--- config.mk ---
export PLATFORM = sky130hd
export DESIGN_NAME = mem_access_unit
export DESIGN_NICKNAME = d
export VERILOG_FILES = /design/src/rtl/mem_access_unit.sv
export SDC_FILE = /design/constraint.sdc
export NUM_CORES = 1
export LEC_CHECK = 0
export ABC_CLOCK_PERIOD_IN_PS = 2350
export BUFFER_PORTS_ARGS = -buffer_cell sky130_fd_sc_hd__buf_2
export CAP_MARGIN = 20
export CELL_PAD_IN_SITES_DETAIL_PLACEMENT = 2
export CELL_PAD_IN_SITES_GLOBAL_PLACEMENT = 2
export CORE_UTILIZATION = 29
export CTS_CLUSTER_DIAMETER = 40
export DETAILED_ROUTE_END_ITERATION = 8
export PLACE_DENSITY = 0.79
export REMOVE_ABC_BUFFERS = 1
export SYNTH_ARGS = -nofsm -noshare
export SYNTH_HDL_FRONTEND = slang
export SYNTH_SLANG_ARGS = --single-unit
--- constraint.sdc ---
create_clock -name Clk -period 2.35 [get_ports Clk]
set_input_delay 0.47 -clock Clk [delete_from_list [all_inputs] [get_ports Clk]]
set_output_delay 0.47 -clock Clk [all_outputs]
set_load 0.05 [all_outputs]
--- src/rtl/mem_access_unit.sv ---
// mem_access_unit: sequences core load/store requests onto a combinational, level-sensitive data memory.
// Optional address bounds checking is enabled by defining MAU_BOUNDS_CHECK_EN.
module mem_access_unit #(
    parameter int AW        = 8,
    parameter int DW        = 8,
    parameter int READ_LAT  = 1,
    parameter int MEM_DEPTH = 256
) (
    input  logic          Clk,
    input  logic          Reset,
    input  logic          Req_Valid,
    output logic          Req_Ready,
    input  logic          Req_Write,
    input  logic [AW-1:0] Req_Addr,
    input  logic [DW-1:0] Req_WData,
    output logic          Rsp_Valid,
    input  logic          Rsp_Ready,
    output logic [DW-1:0] Rsp_RData,
    output logic          Rsp_Err,
    output logic [AW-1:0] Addr_Bus,
    output logic [DW-1:0] DataIn,
    output logic          RW,
    input  logic [16:0]   DataOut
);
    if (READ_LAT < 1 || READ_LAT > 15) begin : g_bad_read_lat
        $error("mem_access_unit: READ_LAT must be in 1..15");
    end
    typedef enum logic [2:0] {IDLE, SETUP, WRITE, HOLD, READ, RESP} state_t;
    state_t        state_q, state_d;
    logic          rdy_q, rdy_d, wr_q, wr_d, err_q, err_d;
    logic [AW-1:0] addr_q, addr_d;
    logic [DW-1:0] wdata_q, wdata_d, rdata_q, rdata_d;
    logic [3:0]    cnt_q, cnt_d;
    logic          accept, oob, unused_bits;
    assign accept = Req_Valid & rdy_q;
`ifdef MAU_BOUNDS_CHECK_EN
    assign oob = 32'(Req_Addr) >= MEM_DEPTH;
`else
    assign oob = 1'b0;
`endif
    assign unused_bits = ^{DataOut[16:DW], 32'(MEM_DEPTH)};
    always_comb begin
        state_d = state_q;
        wr_d    = wr_q;
        err_d   = err_q;
        addr_d  = addr_q;
        wdata_d = wdata_q;
        rdata_d = rdata_q;
        cnt_d   = cnt_q;
        case (state_q)
            IDLE: if (accept) begin
                wr_d    = Req_Write;
                err_d   = oob;
                rdata_d = '0;
                state_d = oob ? RESP : SETUP;
                // Faulting requests never touch the memory bus.
                addr_d  = oob ? addr_q : Req_Addr;
                wdata_d = oob ? wdata_q : Req_WData;
            end
            SETUP: begin
                state_d = wr_q ? WRITE : READ;
                cnt_d   = 4'(READ_LAT - 1);
            end
            WRITE: state_d = HOLD;
            HOLD:  state_d = RESP;
            READ: if (cnt_q == 4'd0) begin
                rdata_d = DataOut[DW-1:0];
                state_d = RESP;
            end else begin
                cnt_d = cnt_q - 4'd1;
            end
            RESP:    state_d = Rsp_Ready ? IDLE : RESP;
            default: state_d = IDLE;
        endcase
        rdy_d = state_d == IDLE;
    end
    always_ff @(posedge Clk or posedge Reset) begin
        if (Reset) begin
            state_q <= IDLE;
            rdy_q   <= 1'b0;
            wr_q    <= 1'b0;
            err_q   <= 1'b0;
            addr_q  <= '0;
            wdata_q <= '0;
            rdata_q <= '0;
            cnt_q   <= '0;
        end else begin
            state_q <= state_d;
            rdy_q   <= rdy_d;
            wr_q    <= wr_d;
            err_q   <= err_d;
            addr_q  <= addr_d;
            wdata_q <= wdata_d;
            rdata_q <= rdata_d;
            cnt_q   <= cnt_d;
        end
    end
    assign Req_Ready = rdy_q;
    assign Rsp_Valid = state_q == RESP;
    assign RW        = state_q == WRITE;
    assign Rsp_RData = rdata_q;
    assign Rsp_Err   = err_q;
    assign Addr_Bus  = addr_q;
    assign DataIn    = wdata_q;
endmodule

======== Word-level counts from Yosys, hierarchy flattened ========
Cells that the tools add are included.
operators by class
  $add $sub $neg .......................... 1
  multipliers ............................. 0
  divide/modulo/power cells ............... 0
  magnitude comparators ................... 0
  equality and inequality tests ........... 8
  shifts and indexed selects .............. 0
  multiplexer cells ....................... 10
  bitwise operators ....................... 1
  reductions and logical operators ........ 8
operator list
  kind                 count
  $pmux 3 s6           1
  $mux 8               2
  $pmux 8 s2           1
  $mux 3               4
  $pmux 4 s2           1
  $eq 3x2->1 const B   2
  $eq 3x3->1 const B   2
  $logic_not 3->1      2
  $ne 2x2->1 const B   3
  $logic_not 4->1      1
  $mux 4               1
  $reduce_and 2->1     2
  $reduce_bool 2->1    2
  $sub 4x1->4 const B  1
  $eq 3x1->1 const B   1
  $reduce_and 3->1     1
  $and 1x1->1          1
storage, ports and cells
  register bits ........................... 33
  latch bits .............................. 0
  bits in writable memories ............... 0
  bits in read-only memories .............. 0
  bits of input ports ..................... 38
  output and inout bits ................... 28
  logic and storage cells ................. 35
  memories kept ........................... 0

======== Logic depth before layout (Yosys ltp) ========
  depth in word-level cells ............... 4
  depth in mapped cells ................... 6
  mapped depth without buffers ............ 5

======== Worst setup path before layout ========
Ideal clock, no wire load.
  path kind ............................... register -> output
  start ................................... reg state_q[0]
  end ..................................... out RW
  arrival ................................. 1.644 ns
  required time ........................... 1.880 ns
  setup slack ............................. 0.236 ns
  cell stages (with the launch flop) ...... 3
  buffers on the path ..................... 1
  path through ............................ dfrtp_1 buf_2 nor3b_1
between the ends
  word-level cells in the longest chain between the ends .. 1
RTL lines
  item                    line  source
  from (decl)             29    state_t state_q, state_d;
  from (signal assigned)  88    state_q <= state_d;
  $eq 3x2->1              100   assign RW = state_q == WRITE;
  to (decl)               22    output logic RW,
Every way passes these cells.

======== Worst setup path in the final report ========
  start ................................... reg cnt_q[0]
  end ..................................... reg rdata_q[5], in the netlist Rsp_RData[5]
between the ends
  word-level cells in the longest chain between the ends .. 3
RTL lines
  item                               line  source
  from (decl)                        33    logic [3:0] cnt_q, cnt_d;
  from (signal assigned)             95    cnt_q <= cnt_d;
  $logic_not 4->1                    66    READ: if (cnt_q == 4'd0) begin
  $ne 2x2->1 (no source line)        n/a
  $reduce_and 3->1 (no source line)  n/a
  to (signal assigned)               94    rdata_q <= rdata_d;
  to (decl)                          32    logic [DW-1:0] wdata_q, wdata_d, rdata_q, rdata_d;
Every way passes these cells.
A chain may end at the register's enable or synchronous reset.

==> results.ini <==
[status]
outcome = completed

[synthesis]
synth.distinct_cells = 33
synth_area_leaders = dfrtp_1, mux2_4, mux2i_1
yosys_warnings = 0
synth_top_area_share_pct = 54.2
ys_seq_area_share_pct = 54.2
syn_inst = 119
yosysTopAreaCell = dfrtp_1
syn-cell-area_sq_um = 1520
synth_seq_cells = 33
avgSynthCellArea_sq_um = 12.8

[sta]
clock.fmax_ghz = 0.515
finalClockSkew_ns = 0.00547
fin_ws_ns = 0.407
hold_violations = 0
whs_ns = 0.273
worst_pin_slew_ns = 0.660
slew_viol_final = 0
slew-limit-headroom_pct = 55.8
tns_ns = 0
period_share_pct = 82.7
rsz0062_at_grt = false
fin_crit_ns = 1.94
setup_viol = 0

[routing]
viasPerCell = 4.45
drtIter0Drc = 48
wl_um = 3560
wire_per_inst_um = 14.3
drt_pre_antenna_iters = 3
vias = 1108
ant_nets = 0
drc = 0

[global_routing]
overflow = 0
grt_pass1_wl_um = 5760
grt_max_degree = 34
grt_pass1_vias = 1163
grt_antenna_before_repair = 0
grt_usage_pct = 14.3

[worst_setup_path]
path_cells = inv_1, ha_1, or3b_2, o22ai_1, buf_4, mux2i_1
cp_data_required_time_ns = 2.56
path_class = reg -> reg
worst-path-buf-inv = 2
rrSetupSlack_ns = 0.41
crit_path_max_fanout = 8
start_kind = flip-flop
endpoint_kind = flip-flop
r2r_start = cnt_q[0]$_DFFE_PP0P_
rr_endpoint = Rsp_RData[5]$_DFFE_PP0P_
cp_top_family = simple AND/OR/NAND/NOR gates
arrival_ns = 2.15
cpMaxStageDelayCell = or3b_2
slowest_delay_ns = 0.50
r2r_cells = 6

[die]
start_util_pct = 30.0
core_region_area_sq_um = 5070
dieArea_sq_um = 5540
rows = 26
io_pins = 66
die_x_um = 74.5
die_h_um = 74.5

[cts]
h-tree-depth = 2
cts-root-buf = clkbuf_8
clk_pin_slew_ns = 0.07
cts_resized = 0
cts_sinks = 33
clock_path_buffers = 2
numCtsBuffers = 5
cts_tree = built
clkLatencyLatePin_ns = 0.29
cts_hold_buf = 0
post_cts_buffers = 0

[power_and_ir_drop]
cell_internal_pwr_mw = 1.66
sequentialPowerShare_pct = 30.6
power_frac_comb_pct = 52.1
ir_drop_mv = 0.605
p_switching_mw = 1.54
clockPowerShare_pct = 17.3
powerDensity_nw_per_um2 = 1630
p_leak_nw = 1.04
sw_frac_of_total_pct = 48.3

[layout]
drive_gt1_share_pct = 48.6
mostFrequentLayoutCells = buf_2, dfrtp_1, inv_1
layout_commonest_cell = buf_2
n_antenna_cell = 0
fin_nets = 218
areaGrowthSynthToFinish_pct = 29.1
nFillCells = 569
final_area_sq_um = 1970

[place]
port_buffers = 55
gp_congestion = 0.667
place_area_sq_um = 1850
hpwlAfterDp_um = 2790
dp_slack_ns = 0.402

[run]
drv_cap = 0

[hold_path]
hp-class = in -> async

-- kinds of logic after synthesis --
kind of cell | count (synthesis) | share of synthesized area [%]
buf+inv | 19 | 6.82
simple gates | 27 | 11.1
flops | 33 | 54.2
fa+ha+maj | 2 | 1.64
compound gates | 10 | 4.60
other cells | 1 | 0.246
mux | 27 | 21.4
-- layer usage --
metal / track usage, % / vias up / part of all wire [%]
met5: 0 / - / 0
met4: 4.40 / 0 / 1.0
met3: 5.96 / 5 / 7.5
met2: 24.0 / 46 / 53
met1: 16.5 / 545 / 39
li1: - / 512 / -
-- worst max-delay path by stage --
stage / startpoint / end / slack (ns) / cells after the start
5_1_grt: cnt_q[0]$_DFFE_PP0P_ / Rsp_RData[0]$_DFFE_PP0P_ / 0.26 / 6
3_3_place_gp: cnt_q[0]$_DFFE_PP0P_ / Rsp_RData[7]$_DFFE_PP0P_ / 0.55 / 6
4_1_cts: cnt_q[0]$_DFFE_PP0P_ / Rsp_RData[0]$_DFFE_PP0P_ / 0.38 / 6
6_report: cnt_q[0]$_DFFE_PP0P_ / Rsp_RData[5]$_DFFE_PP0P_ / 0.41 / 6
2_1_floorplan: state_q[1]$_DFF_PP0_ / RW / 0.26 / 1
3_5_place_dp: cnt_q[0]$_DFFE_PP0P_ / Rsp_RData[5]$_DFFE_PP0P_ / 0.40 / 6
-- synth_stat cells --
cell and number:
dfrtp_1 33, o31ai_1 1, nand2_1 13, or3b_2 2
or3_4 1, a221o_1 1, a21o_1 1, nor2b_1 1
nor2_1 1, a21oi_1 2, or3_1 1, conb_1 1
o21ai_0 1, o22ai_1 1, and2_1 1, and2b_1 1
buf_12 1, o211ai_1 1, a21boi_0 1, mux2_2 8
a31o_2 1, or3b_1 1, nand3_1 1, nor2_8 1
nor3b_2 1, mux2_4 9, buf_4 2, mux2i_1 10
buf_2 1, buf_6 1, ha_1 2, inv_1 14
nor3b_1 2
-- stage by stage --
step / utilization (%) / instances / power (mW)
5_1_grt: 38.7 / 249 / 3.38
6_report: 38.7 / 249 / 3.20
3_5_place_dp: 36.4 / 241 / 2.68
4_1_cts: 38.7 / 249 / 3.26
3_3_place_gp: 36.4 / 241 / 2.60
2_1_floorplan: - / 114 / 2.25
-- area by class of cell --
| type | count | area, sq um | share of cell area (%) |
|---|---|---|---|
| well taps | 70 | 87.6 | 4.46 |
| repair buffers | 57 | 290 | 14.8 |
| multi-input cells | 67 | 593 | 30.2 |
| clock buffers | 7 | 86.3 | 4.39 |
| clock inverters | 1 | 30.0 | 1.53 |
| inverters | 14 | 52.6 | 2.67 |
| flip-flops and latches | 33 | 826 | 42.0 |
-- tightest hold or removal path, delay by kind of cell --
family / cells / cell delay [ns]
buffers and inverters: 3 / 0.51
-- power groups by stage --
| stage | sequential, mW | combinational (mW) | clock [mW] |
|---|---|---|---|
| floorplan | 1.69 | 0.564 | 0 |
| global placement | 0.961 | 1.64 | 0 |
| detailed placement | 0.986 | 1.70 | 0 |
| CTS | 0.986 | 1.69 | 0.580 |
| global route | 1.01 | 1.77 | 0.604 |
| finish | 0.978 | 1.67 | 0.554 |
-- flip-flops by register name (all words and copies together) (netlist names) --
signal     count
wr_q           1
state_q        3
Addr_Bus       8
cnt_q          4
DataIn         8
Req_Ready      1
Rsp_RData      8
No activity file was read; power rests on OpenSTA's default activity.
